**src/rtl/ext_pipe.sv**
```systemverilog
// ext_pipe: immediate-extension unit feeding a valid/ready register pipeline.
// The extension result is formed combinationally from in_imm/in_mode, then
// travels through STAGES skid-free registers that advance whenever the next
// stage (or the consumer) frees a slot. xfer_cnt counts completed output
// transfers and wraps naturally at 16 bits.
module ext_pipe #(
  parameter int IN_W   = 16,
  parameter int OUT_W  = 32,
  parameter int STAGES = 1
) (
  input  logic             clk,
  input  logic             reset_n,
  input  logic             in_valid,
  output logic             in_ready,
  input  logic [IN_W-1:0]  in_imm,
  input  logic [1:0]       in_mode,
  input  logic             flush,
  output logic             out_valid,
  input  logic             out_ready,
  output logic [OUT_W-1:0] out_data,
  output logic [15:0]      xfer_cnt
);

  typedef enum logic [1:0] {
    MODE_ZERO   = 2'b00,
    MODE_SIGN   = 2'b01,
    MODE_UPPER  = 2'b10,
    MODE_BRANCH = 2'b11
  } mode_e;

  // Reject parameter sets the datapath cannot represent.
  if (IN_W < 2 || IN_W > 32) begin : g_bad_in_w
    $error("ext_pipe: IN_W must be in 2..32");
  end
  if (OUT_W < IN_W + 2) begin : g_bad_out_w
    $error("ext_pipe: OUT_W must be at least IN_W+2");
  end
  if (STAGES < 1 || STAGES > 4) begin : g_bad_stages
    $error("ext_pipe: STAGES must be in 1..4");
  end

  logic [OUT_W-1:0] w_zext;
  logic [OUT_W-1:0] w_sext;
  logic [OUT_W-1:0] w_upper;
  logic [OUT_W-1:0] w_ext;

  logic [STAGES-1:0] r_valid;
  logic [OUT_W-1:0]  r_data [STAGES];
  logic [STAGES-1:0] w_load;
  logic [STAGES-1:0] w_vsrc;
  logic [OUT_W-1:0]  w_src  [STAGES];
  logic [15:0]       r_xfer_cnt;

  assign w_zext  = {{(OUT_W-IN_W){1'b0}}, in_imm};
  assign w_sext  = {{(OUT_W-IN_W){in_imm[IN_W-1]}}, in_imm};
  assign w_upper = {in_imm, {(OUT_W-IN_W){1'b0}}};

  // Select the extended immediate for the requested mode.
  always_comb begin
    // NOTE: every always_comb output gets a default first so no path leaves it unassigned (no latch).
    w_ext = w_zext;
    case (in_mode)
      MODE_ZERO:   w_ext = w_zext;
      MODE_SIGN:   w_ext = w_sext;
      MODE_UPPER:  w_ext = w_upper;
      MODE_BRANCH: w_ext = w_sext << 2;
      default:     w_ext = w_zext;
    endcase
  end

  // Ready chain from the consumer back to stage 0: a stage may load when it
  // is empty or its entry leaves this cycle.
  always_comb begin
    logic w_chain_rdy;
    w_load = '0;
    // NOTE: combinational logic uses blocking '=' so each line sees the value computed just above it.
    w_chain_rdy = out_ready;
    for (int i = STAGES - 1; i >= 0; i--) begin
      w_chain_rdy = !r_valid[i] || w_chain_rdy;
      w_load[i]   = w_chain_rdy;
    end
  end

  // Source of each stage: the extension result for stage 0, the previous stage otherwise.
  always_comb begin
    w_vsrc    = '0;
    w_vsrc[0] = in_valid;
    w_src[0]  = w_ext;
    for (int i = 1; i < STAGES; i++) begin
      w_vsrc[i] = r_valid[i-1];
      w_src[i]  = r_data[i-1];
    end
  end

  // Stage valid bits: cleared by reset or flush, otherwise advance on load.
  always_ff @(posedge clk or negedge reset_n) begin
    // NOTE: sequential state uses non-blocking '<=' so all stages update from pre-edge values.
    if (!reset_n) begin
      r_valid <= '0;
    end else if (flush) begin
      r_valid <= '0;
    end else begin
      for (int i = 0; i < STAGES; i++) begin
        if (w_load[i]) r_valid[i] <= w_vsrc[i];
      end
    end
  end

  // Stage data registers: qualified by the valid bits, so no reset needed.
  always_ff @(posedge clk) begin
    // NOTE: data storage is deliberately left unreset; only the valid bits need a known state.
    for (int i = 0; i < STAGES; i++) begin
      if (w_load[i]) r_data[i] <= w_src[i];
    end
  end

  // Completed output transfer counter; a transfer on a flush edge still counts.
  always_ff @(posedge clk or negedge reset_n) begin
    if (!reset_n) begin
      r_xfer_cnt <= '0;
    end else if (out_valid && out_ready) begin
      r_xfer_cnt <= r_xfer_cnt + 16'd1;
    end
  end

  assign in_ready  = w_load[0] && !flush;
  assign out_valid = r_valid[STAGES-1];
  assign out_data  = r_data[STAGES-1];
  assign xfer_cnt  = r_xfer_cnt;

endmodule

```
**config.mk**
```make
export PLATFORM = sky130hd
export DESIGN_NAME = ext_pipe
export DESIGN_NICKNAME = d
export VERILOG_FILES = /design/src/rtl/ext_pipe.sv
export SDC_FILE = /design/constraint.sdc
export NUM_CORES = 1
export LEC_CHECK = 0
export CAP_MARGIN = 40
export CORE_MARGIN = 4
export CORE_UTILIZATION = 48
export CTS_CLUSTER_SIZE = 28
export DETAILED_ROUTE_END_ITERATION = 16
export PLACE_DENSITY = 0.84
export SLEW_MARGIN = 10
export SYNTH_ARGS = -nofsm -noshare
export SYNTH_HDL_FRONTEND = slang
export SYNTH_SLANG_ARGS = --single-unit
```
**constraint.sdc**
```tcl
create_clock -name clk -period 3.9 [get_ports clk]
set_input_delay 0.78 -clock clk [delete_from_list [all_inputs] [get_ports clk]]
set_output_delay 0.78 -clock clk [all_outputs]
set_load 0.02 [all_outputs]
```
# ---- Yosys cells after proc, flatten, opt, wreduce, memory -nomap -nowiden
# Memories as Yosys holds them, arrays and structs flattened.
# Cells that the tools add are included.
dict set report op_classes {
  add_sub_neg 1
  eq_ne 3
  n_mux 5
  reduce_logical 7
}
# operator count
set ops {}
lappend ops {{$pmux 32 s4} 1}
lappend ops {{$add 16x1->16 const B} 1}
lappend ops {{$eq 2x2->1 const B} 2}
lappend ops {{$mux 1} 4}
lappend ops {{$eq 2x1->1 const B} 1}
lappend ops {{$logic_and 1x1->1} 2}
lappend ops {{$logic_not 1->1} 2}
lappend ops {{$logic_not 2->1} 1}
lappend ops {{$reduce_bool 2->1} 1}
lappend ops {{$logic_or 1x1->1} 1}
dict set report totals {
  reg_bits 17
  ram_bits 32
  in_bits 23
  wordCells 19
  memories 1
}
# memory depth width rd rd_ports_with_merged_regs write_ports line_no
set memory_table {}
lappend memory_table {r_data 1 32 1 0 1 48} ;# logic [OUT_W-1:0] r_data [STAGES];

# ---- Longest topological paths before layout
# Gate-level depths: netlist (run 1).
dict set report depth {
  depth_word 4
  depth_mapped 5
  depth_no_buf 5
}

# ---- Worst setup path after synthesis (run 1)
# No wires, ideal clock.
dict set report synth_timing {
  kind {input -> output}
  start {in out_ready}
  end {out in_ready}
  arrival_ns 1.274
  required_time_ns 3.120
  path_slack_ns 1.846
  path_stages 2
  path_buffers 0
  path_cell_list {and2b_2 > nor2_1}
}
dict set report synth_between {
  elab_chain_len 2
}
# element line_no
set synth_lines {}
lappend synth_lines {{start: declaration} 19} ;# input logic out_ready,
lappend synth_lines {{$logic_or 1x1->1} 79} ;# w_chain_rdy = !r_valid[i] || w_chain_rdy;
lappend synth_lines {{$logic_and 1x1->1} 126} ;# assign in_ready = w_load[0] && !flush;
lappend synth_lines {{end: declaration} 14} ;# output logic in_ready,
# Every way passes these cells.

# ---- Worst setup path after layout (run 1)
# Same ends and word-level chain as after synthesis.

==> impl_results.md, run 1 <==
- Outcome: complete, no violations
- CTS H-tree depth: 2
- Combinational fraction of design power: 24.3%
- Clk Latency, worst-skew pair: 290 ps
- Die area: 0.005470 mm2
- First-pass GRT wire length: 7.038 mm
- Worst ir drop on vdd: 0.0002358 V
- WP data arrival: 2250 ps
- Crit path capture: in_ready
- Period minus WS final: 3034 ps
- Hpwl dp: 3.299 mm
- Sw Share: 27.64%
- Fin. Hold Viols: 0
- Met2 usage: 28.64%
- Routed wire length: 4.547 mm
- Vias in the first global route: 1,453
- Clk root buf: clkbuf_8
- CP Class: in2out
- NetSw: 0.3492 mW
- Vias per std cell: 5.071
- Synth async-reset ratio: 34.69%
- Yosys reg bits: 49
- Gpl congestion: 0.8004
- Sequential Power Share: 52.3%
- Skew final: 4.094 ps
- Smallest setup slack after layout: 866.4 ps
- CP Capture Type: output port
- Final period util: 77.78%
- Most Crowded Layer GR: met2
- Core area: 0.004115 mm2
- Unrepaired setup endpoints after global routing: false
- TritonCTS Buffers: 5
- Post-synthesis sequential area ratio: 66.39%
- Sink Count: 49
- Die width: 73.96 um
- Number of fill cells: 307
- Chip height: 73.96 um
- Clk pwr share: 23.4%
- CP required: 3120 ps
- Dpl ws: 860.0 ps
- Max Buffers Root-to-Sink: 2
- Pin slew with the least headroom to its limit: 780.0 ps
- Fmax: 329.6 MHz
- RR Startpoint: xfer_cnt[0]
- Top post-synthesis cells by area: edfxtp_1, dfrtp_1, xnor2_1
- Largest area contributor in the netlist: edfxtp_1
- Synth-to-layout area growth: 41.34%
- Via count: 1,496
- CTS tree: done
- R2R cell count: 5
- Reg2reg end: xfer_cnt[6]
- Max-Cap Viols: 0
- Resized Gates After CTS: 0
- Max-slew violations: 0
- Mapped Area: 0.002088 mm2
- Global-route usage over all layers: 17.18%
- Pwr Density: 428.1 mW/mm2
- Internal reg-to-reg setup slack: 2450 ps
- Pre-antenna DRT Iters: 4
- Worst Hold Class: reg2reg
- Layout Utilization: 71.72%
- Initial core utilization: 50.74%
- Post-CTS Setup Bufs: 0
- Yosys cell types: 29
- Remaining antenna violation count after routing: 0
- Synth top area share: 46.02%
- Clock-pin slew on the worst setup and hold paths: 80 ps
- Maximum number of pins on one net before global-route repair: 33
- P_leak: 1.279 nW
- # diodes: 0
- Port bufs: 72
- Synth Flop Type: edfxtp_1
- Hold buffers post-CTS: 0
- Worst setup path startpoint: out_ready
- Crit Path Max Fanout: 4
- Layout cells sized above 1: 7.347%
- DRC violations left: 0
- Finished Layout Cells: 295
- DR iter-0 viols: 83
- Met3 Usage GRT: 3.378%
- Final Power: 1.264 mW
- Synth warnings: 0
- Cells after Synth: 169
- GR Util met1: 21.54%
- Average wire per standard cell: 15.41 um
- Kind of start point of the critical path: input port
- Final setup violation count: 0
- Gr ovfl total: 0
- Cell Rows: 23
- Number of I/O pins: 73
- Initial antenna violation count: 0
- Placed Cells: 287
- Mean post-synth cell area: 12.36 um2
- Final nets: 268
- P_int: 0.9144 mW
- Setup TNS: 0 ps
- Syn_nets: 193
- Post-synth EDFFs: 32
- Slew margin rel.: 47.97%
-- layout by cell type, fill, tap and decap left out --
| cell type | netlist | routed |
|---|---|---|
| mux2_2 | 1 | 1 |
| dfrtp_1 | 17 | 17 |
| nor2_2 | 1 | 1 |
| nand4_1 | 4 | 4 |
| clkdlybuf4s50_1 | 0 | 72 |
| and4_4 | 1 | 1 |
| and2b_2 | 1 | 1 |
| inv_1 | 16 | 16 |
| xor2_1 | 1 | 1 |
| and2_2 | 1 | 1 |
| edfxtp_1 | 32 | 32 |
| nand3_1 | 5 | 5 |
| nand2_2 | 2 | 2 |
| ha_1 | 1 | 1 |
| mux2i_1 | 1 | 1 |
| or2_2 | 1 | 1 |
| clkbuf_8 | 0 | 6 |
| nor2b_1 | 3 | 3 |
| and2_1 | 1 | 1 |
| and2_0 | 1 | 1 |
| and3_1 | 2 | 2 |
| xor2_2 | 1 | 1 |
| clkbuf_1 | 4 | 2 |
| o21ai_0 | 14 | 14 |
| a21oi_1 | 1 | 1 |
| a21o_1 | 14 | 14 |
| xnor2_1 | 13 | 13 |
| buf_4 | 0 | 2 |
| nor2_1 | 9 | 9 |
| nand2_1 | 18 | 18 |
| nor3_4 | 1 | 1 |
-- cell families after synthesis --
family                     share of synthesized area (%)
AOI/OAI and AO/OA                                  8.628
xor gates and xnor gates                           6.651
adders and majority gates                         0.5991
buffers and inverters                              4.074
DFF                                                66.39
muxes                                              1.019
and+or+nand+nor                                    12.64
-- sequential cells by signal, summed over array words and instances, names as in the netlist --
register / cells
out_valid: 1
r_data: 32
xfer_cnt: 16
-- synth_stat cells (2+ instances only) --
cell	n
dfrtp_1	17
nand4_1	4
nor2_1	9
o21ai_0	14
edfxtp_1	32
nand2_2	2
xnor2_1	13
nand2_1	18
a21o_1	14
nand3_1	5
inv_1	16
clkbuf_1	4
and3_1	2
nor2b_1	3
buf_2	2
-- metal layers --
metal,wire length [um],up-vias
met5,0,-
met3,266,10
met4,117,0
met1,1824,707
met2,2338,55
li1,-,724
-- worst min path at each step --
stage                 start           end  slack, ps  cells past startpoint
3_3_place_gp   xfer_cnt[15]  xfer_cnt[15]        460                      1
5_1_grt        xfer_cnt[15]  xfer_cnt[15]        500                      1
4_1_cts        xfer_cnt[15]  xfer_cnt[15]        500                      1
3_5_place_dp   xfer_cnt[15]  xfer_cnt[15]        490                      1
6_report       xfer_cnt[15]  xfer_cnt[15]        480                      1
2_1_floorplan       reset_n     out_valid        480                      0
-- worst max-delay path: stages --
cell	delay [ps]
clkdlybuf4s50_1	530
and2b_2	250
nor2_1	90
clkdlybuf4s50_1	610
-- stage by stage --
stage | cell area (um2) | hold WS (ps)
2_1_floorplan | 2088 | 484.4
3_3_place_gp | 2861 | 462.0
3_5_place_dp | 2861 | 487.1
4_1_cts | 2952 | 498.4
5_1_grt | 2952 | 504.1
6_report | 2952 | 480.8
-- power groups by stage --
stage / clock network, mW / logic (mW) / registers [mW]
5_1_grt: 0.323 / 0.328 / 0.669
2_1_floorplan: 0 / 0.0747 / 0.741
3_3_place_gp: 0 / 0.305 / 0.671
6_report: 0.295 / 0.307 / 0.661
3_5_place_dp: 0 / 0.310 / 0.673
4_1_cts: 0.307 / 0.311 / 0.662
-- cell type report --
type / count / area, um2 / share of cell area, %
Sequential cell: 49 / 1386 / 46.97
Multi-Input combinational cell: 98 / 616.8 / 20.90
Tap cell: 50 / 62.56 / 2.120
Clock buffer: 8 / 90.09 / 3.052
Timing Repair Buffer: 74 / 735.7 / 24.93
Inverter: 16 / 60.06 / 2.035
Power figures use the tool's default switching activity.
==> inputs of run 2 (changes only) <==
--- a/config.mk
+++ b/config.mk
@@ -7,10 +7,10 @@
 export LEC_CHECK = 0
 export CAP_MARGIN = 40
 export CORE_MARGIN = 4
-export CORE_UTILIZATION = 48
+export CORE_UTILIZATION = 40
 export CTS_CLUSTER_SIZE = 28
 export DETAILED_ROUTE_END_ITERATION = 16
-export PLACE_DENSITY = 0.84
+export PLACE_DENSITY = 0.75
 export SLEW_MARGIN = 10
 export SYNTH_ARGS = -nofsm -noshare
 export SYNTH_HDL_FRONTEND = slang
==> constraint.sdc (replaced) <==
create_clock -name clk -period 2.79 [get_ports clk]
set_input_delay 0.558 -clock clk [delete_from_list [all_inputs] [get_ports clk]]
set_output_delay 0.558 -clock clk [all_outputs]
set_load 0.02 [all_outputs]
==> run 2 against run 1 <==
Effect of this change:
- sequential power rose by 40%
- non-clock buffer count grew 1
- die area rose by 18%
- critical path type unchanged
- largest cell class unchanged
==> impl_results.md, run 2 (synthesized netlist as in run 1, its figures left out) <==
- Clock-pin slew on the worst setup and hold paths: 80 ps (about the same)
- Pwr Density: 599.1 mW/mm2 (+40%)
- Synth-to-layout area growth: 43.44%
- Max reg flops: 32 (unchanged)
- Number of fill cells: 447 (+46%)
- CP required: 2230 ps (-890 ps)
- Average wire per standard cell: 14.10 um (-8.5%)
- RR Startpoint: xfer_cnt[0]
- Crit Path Max Fanout: 4 (unchanged)
- Final setup violation count: 0 (unchanged)
- P_leak: 1.293 nW (+1.1%)
- CP Capture Type: output port
- Fmax: 385.6 MHz
- Resized Gates After CTS: 0 (unchanged)
- Remaining antenna violation count after routing: 0 (unchanged)
- Vias per std cell: 4.715 (-7.0%)
- Combinational fraction of design power: 24.0% (-0.3 points)
- Commonest non-fill, non-tap cell in the layout: clkdlybuf4s50_1
- Post-CTS Setup Bufs: 0 (unchanged)
- Most frequent CP cell: clkdlybuf4s50_1
- Gpl congestion: 0.7612 (-4.9%)
- TritonCTS Buffers: 5 (unchanged)
- Clk Latency, worst-skew pair: 290 ps (about the same)
- Setup TNS: 0 ps (unchanged)
- Die area: 0.006441 mm2 (+18%)
- Worst path top cell family by delay: buffers and inverters
- Dpl ws: 209.9 ps (-650.1 ps)
- Worst ir drop on vdd: 0.0003355 V (+42%)
- Layout cells sized above 1: 8.537% (+1.2 points)
- Kind of start point of the critical path: input port
- Max-Cap Viols: 0 (unchanged)
- Critical path's slowest cell: clkdlybuf4s50_1
- Port bufs: 72 (unchanged)
- Cell Rows: 26 (+13%)
- Largest Register: r_data
- Crit-path max cell delay: 610 ps (about the same)
- Fin. Hold Viols: 0 (unchanged)
- Number of I/O pins: 73 (unchanged)
- Via count: 1,490 (-0.40%)
- Skew final: 2.455 ps (-1.639 ps)
- Smallest setup slack after layout: 196.9 ps (-669.6 ps)
- Die width: 80.26 um (+8.5%)
- Final nets: 269 (+0.37%)
- Gr ovfl total: 0 (unchanged)
- Crit path cell chain: clkdlybuf4s50_1 -> and2b_2 -> nor2_1 -> clkdlybuf4s50_1
- CTS tree: done
- CP Class: in2out
- Max Buffers Root-to-Sink: 2 (unchanged)
- Hold buffers post-CTS: 0 (unchanged)
- Chip height: 80.26 um (+8.5%)
- Final period util: 92.94%
- Global-route usage over all layers: 14.61% (-2.6 points)
- Clk pwr share: 24.5% (+1.1 points)
- WP data arrival: 2040 ps (-210 ps)
- Min-delay src: xfer_cnt[15]
- Core area: 0.005075 mm2 (+23%)
- Unrepaired setup endpoints after global routing: false
- Routed wire length: 4.457 mm (-2.0%)
- Pin slew with the least headroom to its limit: 766.0 ps (-14.08 ps)
- Outcome: complete, no violations
- Pre-antenna DRT Iters: 4 (unchanged)
- Vias in the first global route: 1,428 (-1.7%)
- Most frequent cells in the layout: clkdlybuf4s50_1, edfxtp_1, nand2_1
- Sequential Power Share: 51.5% (-0.8 points)
- # diodes: 0 (unchanged)
- Sink Count: 49 (unchanged)
- Clk root buf: clkbuf_8
- Slew margin rel.: 48.78% (+0.81 points)
- Worst Hold Class: reg2reg
- DR iter-0 viols: 100 (+20%)
- Initial core utilization: 41.15% (-9.6 points)
- Period minus WS final: 2593 ps
- First-pass GRT wire length: 7.176 mm (+2.0%)
- Initial antenna violation count: 0 (unchanged)
- Sw Share: 27.49% (-0.15 points)
- Maximum number of pins on one net before global-route repair: 33 (unchanged)
- Max-slew violations: 0 (unchanged)
- DRC violations left: 0 (unchanged)
- P_int: 1.301 mW (+42%)
- CTS H-tree depth: 2 (unchanged)
- Hpwl dp: 3.327 mm (+0.86%)
- NetSw: 0.4933 mW (+41%)
- Bufs and invs on worst path: 2 (unchanged)
- Worst setup path startpoint: out_ready
## run 2: metrics by stage
| stage | power [mW] | cell area, um2 | instances | hold WS [ps] | util, % |
|---|---|---|---|---|---|
| 2_1_floorplan | 1.141 | 2088 | 169 | 262.4 | - |
| 3_3_place_gp | 1.365 | 2887 | 307 | 463.7 | 56.88 |
| 3_5_place_dp | 1.378 | 2894 | 308 | 469.3 | 57.03 |
| 4_1_cts | 1.813 | 2995 | 316 | 480.9 | 59.02 |
| 5_1_grt | 1.883 | 2995 | 316 | 500.6 | 59.02 |
| 6_report | 1.794 | 2995 | 316 | 479.1 | 59.02 |
## run 2: power by group through the flow
stage / logic [mW] / clock network (mW) / registers (mW)
5_1_grt: 0.464 / 0.480 / 0.939
3_3_place_gp: 0.425 / 0 / 0.940
3_5_place_dp: 0.435 / 0 / 0.943
6_report: 0.430 / 0.439 / 0.925
2_1_floorplan: 0.104 / 0 / 1.04
4_1_cts: 0.437 / 0.450 / 0.926
## run 2: path summary, 6_finish.rpt
path | endpoint | slack, ps | depth (start not counted)
min in group asynchronous | xfer_cnt[8] | 710 | 1
hold reg to reg | xfer_cnt[15] | 480 | 1
setup reg to reg | xfer_cnt[6] | 1370 | 5
max in group asynchronous | xfer_cnt[12] | 1600 | 1
hold / removal | xfer_cnt[15] | 480 | 1
setup / recovery | in_ready | 200 | 4
## run 2: cell type report
class	instances	area, um2	share of cell area, %
sequential	49	1386	46.28
timing repair buffer	75	743.2	24.81
multi-input combinational	98	616.8	20.59
clock buffer	7	96.34	3.216
tap	70	87.58	2.924
inverter	16	60.06	2.005
clock inverter	1	5.005	0.1671
## run 2: per-layer routing
layer / wire, um / part of all wire, % / vias to the layer above / GRT usage [%]
li1: - / - / 723 / -
met1: 1806 / 41 / 712 / 17.92
met2: 2316 / 52 / 51 / 24.75
met3: 275 / 6.2 / 4 / 4.709
met4: 58 / 1.3 / 0 / 3.885
met5: 0 / 0 / - / 0
## run 2: worst register-to-register path, cell delays in order (launching register included)
cell and delay [ps]:
dfrtp_1 440, ha_1 170, nand3_1 120, nor2_1 280
and3_1 220, xor2_1 130
==> variant: new RTL, flow settings as in run 2 <==
The parameter `OUT_W` goes from 32 to 36.
--- a/src/rtl/ext_pipe.sv
+++ b/src/rtl/ext_pipe.sv
@@ -5,7 +5,7 @@
 // transfers and wraps naturally at 16 bits.
 module ext_pipe #(
   parameter int IN_W   = 16,
-  parameter int OUT_W  = 32,
+  parameter int OUT_W  = 36,
   parameter int STAGES = 1
 ) (
   input  logic             clk,
Interface: changed (resized out_data); port bits go from 73 to 77. The function was not compared with the original's and may differ.
==> variant against run 2 <==
Synthesized area up 3.7%. Wire length up 5.4%. Register-to-register slack worse by 0.18 ns. Cell area up 2.8%. Total power up 0.44%. Sequential power up 3.9%. Non-clock buffer count up 4. Worst setup slack worse by 0.00092 ns. Via count up 1.3%. Highest routed layer unchanged. Sequential cell count up 2.
==> variant: results <==
export IMPL_htreeDepth=2
export IMPL_routedWlPerCell_um=14.6
export IMPL_ys_top_cells_by_count="34 x edfxtp_1, 21 x nand2_1, 17 x dfrtp_1"
export IMPL_m1WireLength_um=1980
export IMPL_worst_slew_pin_slew_ns=0.808
export IMPL_grt_max_degree=35
export IMPL_hold_start="xfer_cnt[15]$_DFFE_PN0P_"
export IMPL_met2RoutedLength_um=2320
export IMPL_synthAdderAreaFrac_pct=0.578
export IMPL_reg2reg_to="xfer_cnt[12]$_DFFE_PN0P_"
export IMPL_synth_xor_area_share_pct=6.07
export IMPL_fin_skew_ns=0.00448
export IMPL_synthTopCellsByArea="edfxtp_1 47%, dfrtp_1 20%, a21o_1 5.2%, nand2_1 3.6%, xnor2_1 3.6%"
export IMPL_grt_usage_pct=14.7
export IMPL_numPortBuffers=76
export IMPL_via_per_inst=4.69
export IMPL_ff2ff_setup_slack_ns=1.19
export IMPL_place_congestion=0.779
export IMPL_drive_gt1_share_pct=5.95
export IMPL_synth_async_reset_ratio_pct=33.3
export IMPL_first_iter_violations=83
export IMPL_nets=275
export IMPL_synth_compound_area_share_pct=8.44
export IMPL_wl_met3_um=278
export IMPL_ir_drop_uv=263
export IMPL_post_dp_hpwl_um=3440
export IMPL_timing_final_hold_violations=0
export IMPL_p_leak_nw=1.35
export IMPL_grt_pass1_wl_um=7250
export IMPL_outcome="completed"
export IMPL_synth_edf_count=34
export IMPL_r2r_cells=5
-- variant: cell count changes after synthesis, moves of 2 or more --
cell | before | now
buf_4 | 0 | 2
edfxtp_1 | 32 | 34
nand2_1 | 18 | 21
nand4_1 | 4 | 1
xnor2_1 | 13 | 9
xor2_1 | 1 | 6
-- variant: layer usage --
layer  track usage, %  up-vias
li1                 -      737
met1             17.3      714
met2             25.5       49
met3             4.17       10
met4             5.07        0
met5                0        -
-- variant: layout make-up --
| class | count | area [um2] |
|---|---|---|
| repair buffers | 79 | 787 |
| well taps | 70 | 87.6 |
| flip-flops and latches | 51 | 1450 |
| clock inverters | 2 | 7.51 |
| inverters | 16 | 60.1 |
| multi-input cells | 98 | 617 |
| fillers | 411 | 2090 |
| clock buffers | 6 | 72.6 |
-- variant: metrics by stage --
step                      worst slack [ns]  instance area [um2]  utilization (%)  instances  hold WS [ns]
after floorplan                      0.954                 2160                -        173         0.262
after global placement               0.220                 2990             57.7        313         0.462
after detailed placement             0.193                 3000             58.0        314         0.469
after CTS                            0.182                 3080             59.5        322         0.480
after global routing                 0.108                 3080             59.5        322         0.501
final                                0.196                 3080             59.5        322         0.476
-- variant: worst reg2reg max path, stage by stage, from the launching register on --
cell	delay, ns
dfrtp_1	0.43
ha_1	0.17
nand3_1	0.18
nor4_1	0.44
nand2_1	0.12
xnor2_1	0.14
-- variant: power by group --
part           switching [mW]  internal, mW  total (mW)  leakage (nW)
sequential             0.0635         0.898       0.961         0.599
clock                   0.224         0.172       0.395        0.0403
combinational           0.226         0.220       0.446         0.709
total                   0.514          1.29        1.80          1.35
-- variant: cells by family after synthesis --
kind of cell             Yosys count
AO/OA/AOI/OAI                     29
XOR/XNOR                          15
adder cells (fa/ha/maj)            1
buffers and inverters             24
flip-flops                        51
multiplexers                       2
AND/OR/NAND/NOR                   51
